## config.mk

```make
export PLATFORM = sky130hd
export DESIGN_NAME = uart_tx_fifo_flat
export DESIGN_NICKNAME = d
export VERILOG_FILES = /design/src/rtl/uart_tx_fifo_pkg.sv /design/src/rtl/uart_tx_fifo_if.sv /design/src/rtl/uart_tx_fifo_sync_fifo.sv /design/src/rtl/uart_tx_fifo.sv /design/src/flat_wrapper.sv
export SDC_FILE = /design/constraint.sdc
export NUM_CORES = 1
export LEC_CHECK = 0
export CAP_MARGIN = 30
export CORE_UTILIZATION = 58
export CTS_CLUSTER_DIAMETER = 200
export DETAILED_ROUTE_END_ITERATION = 6
export PLACE_DENSITY = 0.79
export SYNTH_ARGS = -nofsm -noshare
export SYNTH_HDL_FRONTEND = slang
export SYNTH_SLANG_ARGS = --single-unit
```

## constraint.sdc

```tcl
create_clock -name clk -period 3.4 [get_ports clk]
set_clock_uncertainty 0.2 [all_clocks]
set_input_delay 0.68 -clock clk [delete_from_list [all_inputs] [get_ports clk]]
set_output_delay 0.68 -clock clk [all_outputs]
set_load 0.05 [all_outputs]
```

## src/rtl/uart_tx_fifo_pkg.sv

```systemverilog
// Shared types and helpers for the buffered UART transmitter.
// Frame-state encoding, parity-mode constants and a frame-length calculator.
package uart_pkg;

  typedef enum logic [2:0] {
    ST_IDLE   = 3'd0,
    ST_START  = 3'd1,
    ST_DATA   = 3'd2,
    ST_PARITY = 3'd3,
    ST_STOP   = 3'd4
  } uart_state_e;

  localparam logic PARITY_EVEN = 1'b0;
  localparam logic PARITY_ODD  = 1'b1;

  // Total cycles one frame occupies on the line.
  function automatic int frame_cycles(input int clks_per_bit, input int data_bits,
                                      input int parity_en, input int stop_bits);
    return clks_per_bit * (1 + data_bits + parity_en + stop_bits);
  endfunction

endpackage

```

## src/rtl/uart_tx_fifo_if.sv

```systemverilog
// Producer-side handshake, runtime config and line/status outputs of uart_tx_fifo.
// The DUT connects through slave; the word source and observers use master.
interface uart_tx_fifo_if #(
  parameter int DATA_BITS  = 8,
  parameter int FIFO_DEPTH = 4
);
  localparam int LVL_W = $clog2(FIFO_DEPTH) + 1;

  logic [DATA_BITS-1:0] data;
  logic                 dvalid;
  logic                 ready;
  logic                 parity_en;
  logic                 parity_odd;
  logic                 tx;
  logic                 busy;
  logic [LVL_W-1:0]     level;

  modport master (
    output data, dvalid, parity_en, parity_odd,
    input  ready, tx, busy, level
  );

  modport slave (
    input  data, dvalid, parity_en, parity_odd,
    output ready, tx, busy, level
  );

endinterface

```

## src/rtl/uart_tx_fifo_sync_fifo.sv

```systemverilog
// Synchronous FIFO with occupancy count; read data is the registered head entry.
// No bypass paths: a word written this cycle is visible at the head next cycle.
module sync_fifo #(
  parameter int WIDTH = 8,
  parameter int DEPTH = 4,
  localparam int PTR_W = $clog2(DEPTH),
  localparam int CNT_W = PTR_W + 1
) (
  input  logic             clk,
  input  logic             reset,
  input  logic             push_i,
  input  logic [WIDTH-1:0] push_dat_i,
  input  logic             pop_i,
  output logic [WIDTH-1:0] pop_dat_o,
  output logic             full_o,
  output logic             empty_o,
  output logic [CNT_W-1:0] count_o
);

  logic [WIDTH-1:0] mem_q [DEPTH];
  logic [PTR_W-1:0] wr_ptr_q;
  logic [PTR_W-1:0] rd_ptr_q;
  logic [CNT_W-1:0] count_q;
  logic             do_push;
  logic             do_pop;

  assign full_o    = (count_q == CNT_W'(DEPTH));
  assign empty_o   = (count_q == '0);
  assign count_o   = count_q;
  assign pop_dat_o = mem_q[rd_ptr_q];
  assign do_push   = push_i && !full_o;
  assign do_pop    = pop_i && !empty_o;

  always_ff @(posedge clk) begin
    if (do_push) begin
      mem_q[wr_ptr_q] <= push_dat_i;
    end
  end

  always_ff @(posedge clk) begin
    if (reset) begin
      wr_ptr_q <= '0;
      rd_ptr_q <= '0;
      count_q  <= '0;
    end else begin
      if (do_push) begin
        wr_ptr_q <= wr_ptr_q + 1'b1;
      end
      if (do_pop) begin
        rd_ptr_q <= rd_ptr_q + 1'b1;
      end
      case ({do_push, do_pop})
        2'b10:   count_q <= count_q + 1'b1;
        2'b01:   count_q <= count_q - 1'b1;
        default: count_q <= count_q;
      endcase
    end
  end

endmodule

```

## src/rtl/uart_tx_fifo.sv

```systemverilog
// Buffered UART transmitter: FIFO-fed frame serialiser with optional parity and 1/2 stop bits.
// Frames chain back-to-back while the FIFO holds words; tx is a registered output.
module uart_tx_fifo
  import uart_pkg::*;
#(
  parameter int CLKS_PER_BIT = 3,
  parameter int DATA_BITS    = 8,
  parameter int STOP_BITS    = 1,
  parameter int FIFO_DEPTH   = 4
) (
  input logic            clk,
  input logic            reset,
  uart_tx_fifo_if.slave  bus
);

  localparam int CNT_W = (CLKS_PER_BIT > 1) ? $clog2(CLKS_PER_BIT) : 1;
  localparam int IDX_W = $clog2(DATA_BITS);
  localparam int LVL_W = $clog2(FIFO_DEPTH) + 1;

  localparam logic [CNT_W-1:0] CNT_LAST  = CNT_W'(CLKS_PER_BIT - 1);
  localparam logic [IDX_W-1:0] BIT_LAST  = IDX_W'(DATA_BITS - 1);
  localparam logic [IDX_W-1:0] STOP_LAST = IDX_W'(STOP_BITS - 1);

  uart_state_e          state_q;
  logic [CNT_W-1:0]     clk_cnt_q;
  logic [IDX_W-1:0]     bit_idx_q;
  logic [DATA_BITS-1:0] shreg_q;
  logic                 par_en_q;
  logic                 par_bit_q;
  logic                 tx_q;

  logic                 fifo_push;
  logic                 fifo_pop;
  logic [DATA_BITS-1:0] fifo_dat;
  logic                 fifo_full;
  logic                 fifo_empty;
  logic [LVL_W-1:0]     fifo_count;
  logic                 clk_last;
  logic                 stop_last;
  logic                 head_par;

  sync_fifo #(
    .WIDTH (DATA_BITS),
    .DEPTH (FIFO_DEPTH)
  ) u_fifo (
    .clk        (clk),
    .reset      (reset),
    .push_i     (fifo_push),
    .push_dat_i (bus.data),
    .pop_i      (fifo_pop),
    .pop_dat_o  (fifo_dat),
    .full_o     (fifo_full),
    .empty_o    (fifo_empty),
    .count_o    (fifo_count)
  );

  assign fifo_push  = bus.dvalid && !fifo_full;
  assign bus.ready  = !fifo_full;
  assign bus.level  = fifo_count;
  assign bus.busy   = (state_q != ST_IDLE) || (fifo_count != '0);
  assign bus.tx     = tx_q;

  assign clk_last  = (clk_cnt_q == CNT_LAST);
  assign stop_last = (bit_idx_q == STOP_LAST);
  // Parity of the head word, resolved once at pop so later config changes cannot leak in.
  assign head_par  = (^fifo_dat) ^ (bus.parity_odd == PARITY_ODD);

  always_comb begin
    fifo_pop = 1'b0;
    if (!fifo_empty) begin
      if (state_q == ST_IDLE) begin
        fifo_pop = 1'b1;
      end else if ((state_q == ST_STOP) && clk_last && stop_last) begin
        fifo_pop = 1'b1;
      end
    end
  end

  always_ff @(posedge clk) begin
    if (reset) begin
      state_q   <= ST_IDLE;
      clk_cnt_q <= '0;
      bit_idx_q <= '0;
      shreg_q   <= '0;
      par_en_q  <= 1'b0;
      par_bit_q <= 1'b0;
      tx_q      <= 1'b1;
    end else begin
      case (state_q)
        ST_IDLE: begin
          tx_q <= 1'b1;
          if (fifo_pop) begin
            state_q   <= ST_START;
            clk_cnt_q <= '0;
            bit_idx_q <= '0;
            shreg_q   <= fifo_dat;
            par_en_q  <= bus.parity_en;
            par_bit_q <= head_par;
            tx_q      <= 1'b0;
          end
        end

        ST_START: begin
          if (clk_last) begin
            state_q   <= ST_DATA;
            clk_cnt_q <= '0;
            bit_idx_q <= '0;
            tx_q      <= shreg_q[0];
          end else begin
            clk_cnt_q <= clk_cnt_q + 1'b1;
          end
        end

        ST_DATA: begin
          if (clk_last) begin
            clk_cnt_q <= '0;
            if (bit_idx_q == BIT_LAST) begin
              bit_idx_q <= '0;
              if (par_en_q) begin
                state_q <= ST_PARITY;
                tx_q    <= par_bit_q;
              end else begin
                state_q <= ST_STOP;
                tx_q    <= 1'b1;
              end
            end else begin
              bit_idx_q <= bit_idx_q + 1'b1;
              shreg_q   <= shreg_q >> 1;
              tx_q      <= shreg_q[1];
            end
          end else begin
            clk_cnt_q <= clk_cnt_q + 1'b1;
          end
        end

        ST_PARITY: begin
          if (clk_last) begin
            state_q   <= ST_STOP;
            clk_cnt_q <= '0;
            bit_idx_q <= '0;
            tx_q      <= 1'b1;
          end else begin
            clk_cnt_q <= clk_cnt_q + 1'b1;
          end
        end

        ST_STOP: begin
          // bit_idx_q doubles as the stop-bit counter here.
          if (clk_last) begin
            clk_cnt_q <= '0;
            if (stop_last) begin
              bit_idx_q <= '0;
              if (fifo_pop) begin
                state_q   <= ST_START;
                shreg_q   <= fifo_dat;
                par_en_q  <= bus.parity_en;
                par_bit_q <= head_par;
                tx_q      <= 1'b0;
              end else begin
                state_q <= ST_IDLE;
                tx_q    <= 1'b1;
              end
            end else begin
              bit_idx_q <= bit_idx_q + 1'b1;
            end
          end else begin
            clk_cnt_q <= clk_cnt_q + 1'b1;
          end
        end

        default: begin
          state_q   <= ST_IDLE;
          clk_cnt_q <= '0;
          bit_idx_q <= '0;
          tx_q      <= 1'b1;
        end
      endcase
    end
  end

endmodule

```

## src/flat_wrapper.sv

```systemverilog
// flat-port wrapper written by rule: the top's interface ports become plain ports
module uart_tx_fifo_flat import uart_pkg::*;
#(
  parameter int CLKS_PER_BIT = 3,
  parameter int DATA_BITS    = 8,
  parameter int STOP_BITS    = 1,
  parameter int FIFO_DEPTH   = 4
)
  (clk, reset, bus_data, bus_dvalid, bus_parity_en, bus_parity_odd, bus_ready, bus_tx, bus_busy, bus_level);
  uart_tx_fifo_if #(.DATA_BITS(DATA_BITS), .FIFO_DEPTH(FIFO_DEPTH)) bus_i ();
  input logic clk;
  input logic reset;
  input wire logic [$bits(bus_i.data)-1:0] bus_data;
  input wire logic [$bits(bus_i.dvalid)-1:0] bus_dvalid;
  input wire logic [$bits(bus_i.parity_en)-1:0] bus_parity_en;
  input wire logic [$bits(bus_i.parity_odd)-1:0] bus_parity_odd;
  output wire logic [$bits(bus_i.ready)-1:0] bus_ready;
  output wire logic [$bits(bus_i.tx)-1:0] bus_tx;
  output wire logic [$bits(bus_i.busy)-1:0] bus_busy;
  output wire logic [$bits(bus_i.level)-1:0] bus_level;
  assign bus_i.data = bus_data;
  assign bus_i.dvalid = bus_dvalid;
  assign bus_i.parity_en = bus_parity_en;
  assign bus_i.parity_odd = bus_parity_odd;
  assign bus_ready = bus_i.ready;
  assign bus_tx = bus_i.tx;
  assign bus_busy = bus_i.busy;
  assign bus_level = bus_i.level;
  uart_tx_fifo #(.CLKS_PER_BIT(CLKS_PER_BIT), .DATA_BITS(DATA_BITS), .STOP_BITS(STOP_BITS), .FIFO_DEPTH(FIFO_DEPTH)) u_core (.clk(clk), .reset(reset), .bus(bus_i));
endmodule
```

==> flow_summary_export.csv <==
group,metric,value,unit
pwr,power_density,932,nW/um2
sta,rsz0062_at_grt,"false",
synthesis,synth_area,2770,um2
setup_path,reg2reg_setup_slack,690,ps
pwr,pwr-share-clk,21.5,%
hold_path,worstHoldEndpoint,"u_core.bit_idx_q[1]$_SDFFE_PP0P_",
setup_path,start_kind,"flip-flop",
detailed_routing,dr.pass1.iters,4,
synthesis,postSynthAreaPerCell,12.4,um2
global_routing,grt_max_degree,22,
sta,slew_violations,0,
cts,clkSinkCount,60,
detailed_routing,vias,1833,
setup_path,r2r-start,"u_core.u_fifo.count_o[0]$_SDFFE_PP0P_",
global_routing,grt_pass1_wl,8.70,mm
sta,setup-violations-final,0,
cts,cts_resized,0,
pwr,switchingPower,1.12,mW
cts,post_cts_buffers,0,
cts,clk_pin_slew,70,ps
cts,cts-root-buf,"clkbuf_8",
floorplanning,die_x,71.1,um
finish,final.fill_count,293,
pwr,internal_power,1.84,mW
cts,clk_latency,340,ps
floorplanning,fp.dieArea,5060,um2
hold_path,min_path_cells,2,
sta,fmax,323,MHz
pwr,leakage,1.15,nW
synthesis,syn_nets,246,
cts,numCtsBuffers,9,
sta,fin_setup_tns,0,ps
detailed_routing,viasPerCell,6.11,
synthesis,synth-seq-cells,60,
finish,area_growth,14.4,%
finish,utilization,70.9,%
detailed_routing,drt_iter0_markers,136,
synthesis,synthCells,224,
placed_design,dpl.hpwl,3.47,mm
cts,hold_buffers,0,
sta,fin_hold_ws,284,ps
sta,fin_crit_sh,91.2,%
detailed_routing,wl,5.18,mm
sta,hold_viol,0,
floorplanning,core,4470,um2
pwr,switching_share,38.0,%
detailed_routing,antenna_left,0,
detailed_routing,route.detailed.wl_per_inst,17.3,um
placed_design,gp_congestion,0.958,
pwr,pwr-share-seq,36.0,%
synthesis,async_flop_share,0,%
synthesis,ys_types,46,
finish,final_common_cell,"edfxtp_1",
cts,h-tree-depth,3,
floorplanning,die_h,71.1,um
sta,tightest_slew,662,ps
setup_path,cp.arrival,2220,ps
global_routing,grt_pass1_vias,1817,
synthesis,synth_edf_count,32,
synthesis,synth-seq-area-share,54.9,%
hold_path,hp-start,"u_core.bit_idx_q[1]$_SDFFE_PP0P_",
pwr,max-vdd-ir-drop,0.000584,V
synthesis,synthFlopType,"edfxtp_1",
run,cap_violations,0,
setup_path,worstSetupPathType,"flip-flop to output pin",
setup_path,reg2reg_depth,8,
run_status,status,"finished, final reports clean",
cts,clockBufferDepth,2,
sta,slew_headroom,55.8,%
setup_path,crit_fanout,14,
setup_path,cp.required,2520,ps
pwr,pwr-share-comb,42.4,%
synthesis,ys_warn_count,0,
finish,drive_gt1_share,8.87,%
cts,cts_tree,"yes",
detailed_routing,drc_errors,0,
sta,min_period,3100,ps
finish,final_cell_mix,"edfxtp_1 (32), dfxtp_1 (28), a21oi_1 (21)",
finish,diodes,0,
placed_design,io_buffers,18,
global_routing,grt.overflow.total,0,
setup_path,r2r_end,"u_core.u_fifo.count_o[2]$_SDFFE_PP0P_",
floorplanning,start_util,62.0,%
floorplanning,core.rowCount,24,
global_routing,antenna_found_initial,0,
hold_path,hold_path_class,"flip-flop to flip-flop",
setup_path,cp-end-kind,"output pin",
finish,fin_nets,265,
floorplanning,io_pins,19,
global_routing,grt.total_usage,23.2,%
-- logic make-up (layout without fill, tap and decap cells) --
logic type | after synthesis | after routing | share of synthesized area (%)
adders and majority gates | 9 | 9 | 4.33
AOI/OAI and AO/OA | 46 | 46 | 10.6
muxes | 19 | 19 | 11.3
xor gates and xnor gates | 12 | 12 | 5.05
DFF | 60 | 60 | 54.9
and+or+nand+nor | 56 | 56 | 10.4
buffers and inverters | 22 | 46 | 3.38
-- flip-flops by register name, indices dropped and copies added (netlist names), named ones only --
signal and count:
u_core.u_fifo.mem_q 32, u_core.shreg_q 8, u_core.bit_idx_q 3, u_core.state_q 3, u_core.u_fifo.count_o 3, u_core.clk_cnt_q 2, u_core.u_fifo.rd_ptr_q 2, u_core.u_fifo.wr_ptr_q 2
u_core.bus.tx 1, u_core.par_bit_q 1, u_core.par_en_q 1
-- per-layer routing --
metal / track usage, % / part of all wire (%) / wire length [um] / up-vias
met5: 0 / 0 / 0 / -
met4: 9.33 / 1.5 / 78 / 0
met3: 7.69 / 3.5 / 179 / 11
met2: 36.8 / 49 / 2520 / 44
met1: 29.5 / 46 / 2400 / 893
li1: - / - / - / 885
-- power by group through the flow --
stage / Sequential [mW] / Combinational (mW) / Clock [mW]
floorplan: 1.07 / 0.997 / 0
global placement: 1.07 / 1.21 / 0
detailed placement: 1.08 / 1.24 / 0
CTS: 1.07 / 1.25 / 0.645
global route: 1.09 / 1.37 / 0.675
finish: 1.07 / 1.26 / 0.637
-- stage by stage --
| step | instances | cell area [um2] | power, mW | worst slack (ps) |
|---|---|---|---|---|
| 3_5_place_dp | 284 | 2970 | 2.32 | 455 |
| 3_3_place_gp | 284 | 2970 | 2.29 | 525 |
| 6_report | 300 | 3170 | 2.96 | 300 |
| 4_1_cts | 300 | 3170 | 2.97 | 299 |
| 5_1_grt | 300 | 3170 | 3.13 | 139 |
| 2_1_floorplan | 224 | 2770 | 2.06 | 449 |
-- critical path: stages (launching register included) --
cell	delay (ps)
dfxtp_1	570
inv_1	240
and3_1	230
inv_1	60
clkdlybuf4s50_1	790
-- synth_stat cells (all sizes together), types with 3 or more instances --
| master | number | area [um2] |
|---|---|---|
| buf | 4 | 25.0 |
| inv | 11 | 41.3 |
| nor2 | 14 | 55.1 |
| edfxtp | 32 | 961 |
| xnor2 | 7 | 68.8 |
| clkbuf | 7 | 27.5 |
| o21ai | 6 | 30.0 |
| a21oi | 21 | 105 |
| nand3 | 5 | 25.0 |
| xor2 | 3 | 26.3 |
| nand2 | 14 | 52.6 |
| a22oi | 3 | 22.5 |
| and3 | 6 | 37.5 |
| dfxtp | 28 | 561 |
| mux4 | 8 | 203 |
| ha | 8 | 100 |
| mux2i | 11 | 110 |
| a311oi | 7 | 61.3 |
-- layout make-up --
class                   instances  area (um2)  share of cell area [%]
multi-input cells             142        1160                    36.5
flip-flops and latches         60        1520                    47.9
clock buffers                   9         124                    3.90
inverters                      11        41.3                    1.30
clock inverters                 7        76.3                    2.41
repair buffers                 19         188                    5.91
well taps                      52        65.1                    2.05
-- how the worst max path moves through the flow --
stage	start	endpoint	slack [ps]	depth (start not counted)
5_1_grt	u_core.u_fifo.count_o[0]$_SDFFE_PP0P_	bus_busy	140	4
3_3_place_gp	bus_dvalid	u_core.u_fifo.count_o[2]$_SDFFE_PP0P_	530	8
3_5_place_dp	bus_dvalid	u_core.u_fifo.count_o[2]$_SDFFE_PP0P_	460	8
4_1_cts	u_core.state_q[2]$_SDFFE_PP0P_	bus_busy	300	4
2_1_floorplan	u_core.u_fifo.count_o[0]$_SDFFE_PP0P_	u_core.u_fifo.count_o[2]$_SDFFE_PP0P_	450	9
6_report	u_core.state_q[2]$_SDFFE_PP0P_	bus_busy	300	4
Note: power is estimated with default switching activity, not from simulation.
==> edit (same settings) <==
`CLKS_PER_BIT` is set to 3 in 2 places; all go to 6.
--- a/src/rtl/uart_tx_fifo.sv
+++ b/src/rtl/uart_tx_fifo.sv
@@ -3,7 +3,7 @@
 module uart_tx_fifo
   import uart_pkg::*;
 #(
-  parameter int CLKS_PER_BIT = 3,
+  parameter int CLKS_PER_BIT = 6,
   parameter int DATA_BITS    = 8,
   parameter int STOP_BITS    = 1,
   parameter int FIFO_DEPTH   = 4
--- a/src/flat_wrapper.sv
+++ b/src/flat_wrapper.sv
@@ -1,7 +1,7 @@
 // flat-port wrapper written by rule: the top's interface ports become plain ports
 module uart_tx_fifo_flat import uart_pkg::*;
 #(
-  parameter int CLKS_PER_BIT = 3,
+  parameter int CLKS_PER_BIT = 6,
   parameter int DATA_BITS    = 8,
   parameter int STOP_BITS    = 1,
   parameter int FIFO_DEPTH   = 4
Formal check against the unedited RTL: not equivalent (a bounded check fails within 10 cycles, from zero or initial values and one cycle with reset high).
==> edit against the unedited design <==
- wire length shrank 3.3%
- power decreased by 4.9%
- sequential cell count up 1
- area after synthesis grew 3.9%
- critical endpoint unchanged
- cell area increased by 4.1%
- count of clock-buffer cells in the layout up 1
- sequential share of layout area shrank 1.3 points
- highest routed layer unchanged
- worst setup slack improved by 22 ps
- synthesized cell count up 2.7%
- first-iteration DRC count shrank 3.7%
==> edit: results (changes against the unedited design) <==
Status
  – Status: finished clean

Clock tree
  – Maximum clock path buffer count: 2 (unchanged)
  – Setup Buffers After CTS: 0 (unchanged)
  – Clock Latency Late Sink: 340 ps (about the same)
  – CTS Buf Count: 9 (unchanged)
  – Clk slew on worst S/H paths: 60 ps
  – Post-CTS resize count: 0 (unchanged)

Global route
  – Vias in the first global route: 1,679 (-7.6%)
  – M1 GR Usage: 0.291 (-0.00439)
  – First-pass GRT wire length: 8280 um (-4.8%)
  – Largest net degree at the start of global routing: 17 (-23%)
  – Initial antenna violation count: 0 (unchanged)
  – GRT Util Overall: 0.216 (-0.0158)
  – Met2 Resource Use GR: 0.334 (-0.0339)
  – Grt met3 use: 0.0514 (-0.0255)

Critical path
  – Critical Path AT: 2200 ps (-20 ps)
  – Worst path max stage delay: 750 ps (-40 ps)
  – R2r worst-path depth: 8 (unchanged)
  – Slowest-stage cell, CP: clkdlybuf4s50_1
  – Cell family with most CP delay: simple AND/OR/NAND/NOR gates
  – Critical path peak fanout: 6 (-8)

Final layout
  – Final #Nets: 274 (+3.4%)
  – Layout cell share with drive strength beyond 1: 0.121 (+0.0319)
  – Top Registers: u_core.u_fifo.mem_q (32), u_core.shreg_q (8)

STA
  – Final Max Tran Viols: 0 (unchanged)
  – Hold WS: 280 ps (-3.98 ps)
  – Slew headroom: 0.581 (+0.0232)
  – Post-route setup slack: 322 ps (+21.6 ps)

Synth
  – Synth async-reset ratio: 0 (unchanged)
  – Sequential area share after synthesis: 0.535 (-0.0135)
  – Synth top area cells: edfxtp_1 (33%), dfxtp_1 (20%), mux4_1 (5.5%), a21oi_1 (3.8%), ha_1 (3.5%)
  – YS warnings: 0 (unchanged)
  – Commonest cells post-synth: edfxtp_1 (32), dfxtp_1 (29), a21oi_1 (22), nand2_1 (15), nor2_1 (14)
  – Mux cell area share after synthesis: 0.105 (-0.00769)
  – Yosys top cell by area: edfxtp_1
  – EDFF count, synth: 32 (unchanged)
  – Synth Instances: 230 (+2.7%)
  – Synth Area in Compound Gates: 0.130 (+0.0234)
  – Distinct cells, synth: 53 (+15%)
  – XOR/XNOR Fraction of Synth Area: 0.0426 (-0.00797)
  – Syn nets: 252 (+2.4%)
  – Adder-Cell Fraction of Synth Area: 0.0417 (-0.00162)

Placement
  – Detailed placer's ending HPWL: 3460 um (-0.29%)
  – GPL Wtd Cong: 0.846 (-12%)
  – Placed cell count: 308 (+8.5%)
  – Placed cell area: 3100 um2 (+4.4%)
  – DP Worst Slack: 443 ps (-11.7 ps)
  – Port Buffer Count: 18 (unchanged)

Hold path
  – Hold_sp: u_core.clk_cnt_q[2]$_SDFFE_PP0N_
  – Hold path depth: 2 (unchanged)
  – Worst Hold Path EP: u_core.clk_cnt_q[2]$_SDFFE_PP0N_

Drt
  – Vias per cell: 5.67 (-7.2%)
  – Via count: 1,838 (+0.27%)
  – DR WL/cell: 15.5 um (-10%)
  – First-pass DRT Iterations: 4 (unchanged)
  – Initial drt markers: 131 (-3.7%)

Power and ir drop
  – Max IR drop VDD: 391 uV (-33%)
  – P_leak: 0.00116 uW (+0.49%)
## edit: changes by cell type after synthesis, sizes merged, moves of 2 or more
cell / unedited run / this run
and3: 6 / 4
nand4b: 0 / 3
a22oi: 3 / 0
buf: 4 / 6
o21a: 0 / 2
nand3b: 0 / 3
nand3: 5 / 2
o21ai: 6 / 8
xnor2: 7 / 5
## edit: final cells by class
class | count | area, um2
clock buffer | 10 | 128
clock inverter | 6 | 71.3
fill | 346 | 1450
inverter | 10 | 37.5
multi-input combinational | 147 | 1220
sequential | 61 | 1540
tap | 67 | 83.8
timing repair buffer | 23 | 218
## edit: per-layer routing
layer	up-vias	part of all wire
li1	919	-
met4	0	0.011
met1	885	0.47
met5	-	0
met2	27	0.49
met3	7	0.030
## edit: worst max-delay path by stage
stage / startpoint / to / slack [ps] / depth (start not counted)
floorplan: u_core.u_fifo.count_o[0]$_SDFFE_PP0P_ / u_core.u_fifo.count_o[2]$_SDFFE_PP0P_ / 450 / 9
global placement: bus_dvalid / u_core.u_fifo.count_o[2]$_SDFFE_PP0P_ / 520 / 8
global route: u_core.u_fifo.count_o[0]$_SDFFE_PP0P_ / bus_busy / 230 / 3
CTS: u_core.u_fifo.count_o[0]$_SDFFE_PP0P_ / bus_busy / 340 / 3
finish: u_core.u_fifo.count_o[0]$_SDFFE_PP0P_ / bus_busy / 320 / 3
detailed placement: bus_dvalid / u_core.u_fifo.count_o[2]$_SDFFE_PP0P_ / 440 / 8
## edit: worst min-delay path, cell delays in order (launching register included)
cell     delay, ps
dfxtp_1        330
nand2_1         60
a21oi_1         50
## edit: report_power, final
group | internal [uW] | leakage (uW) | switching [uW]
combinational | 518 | 0.000532 | 620
sequential | 915 | 0.000531 | 117
clock | 345 | 0.0000935 | 300
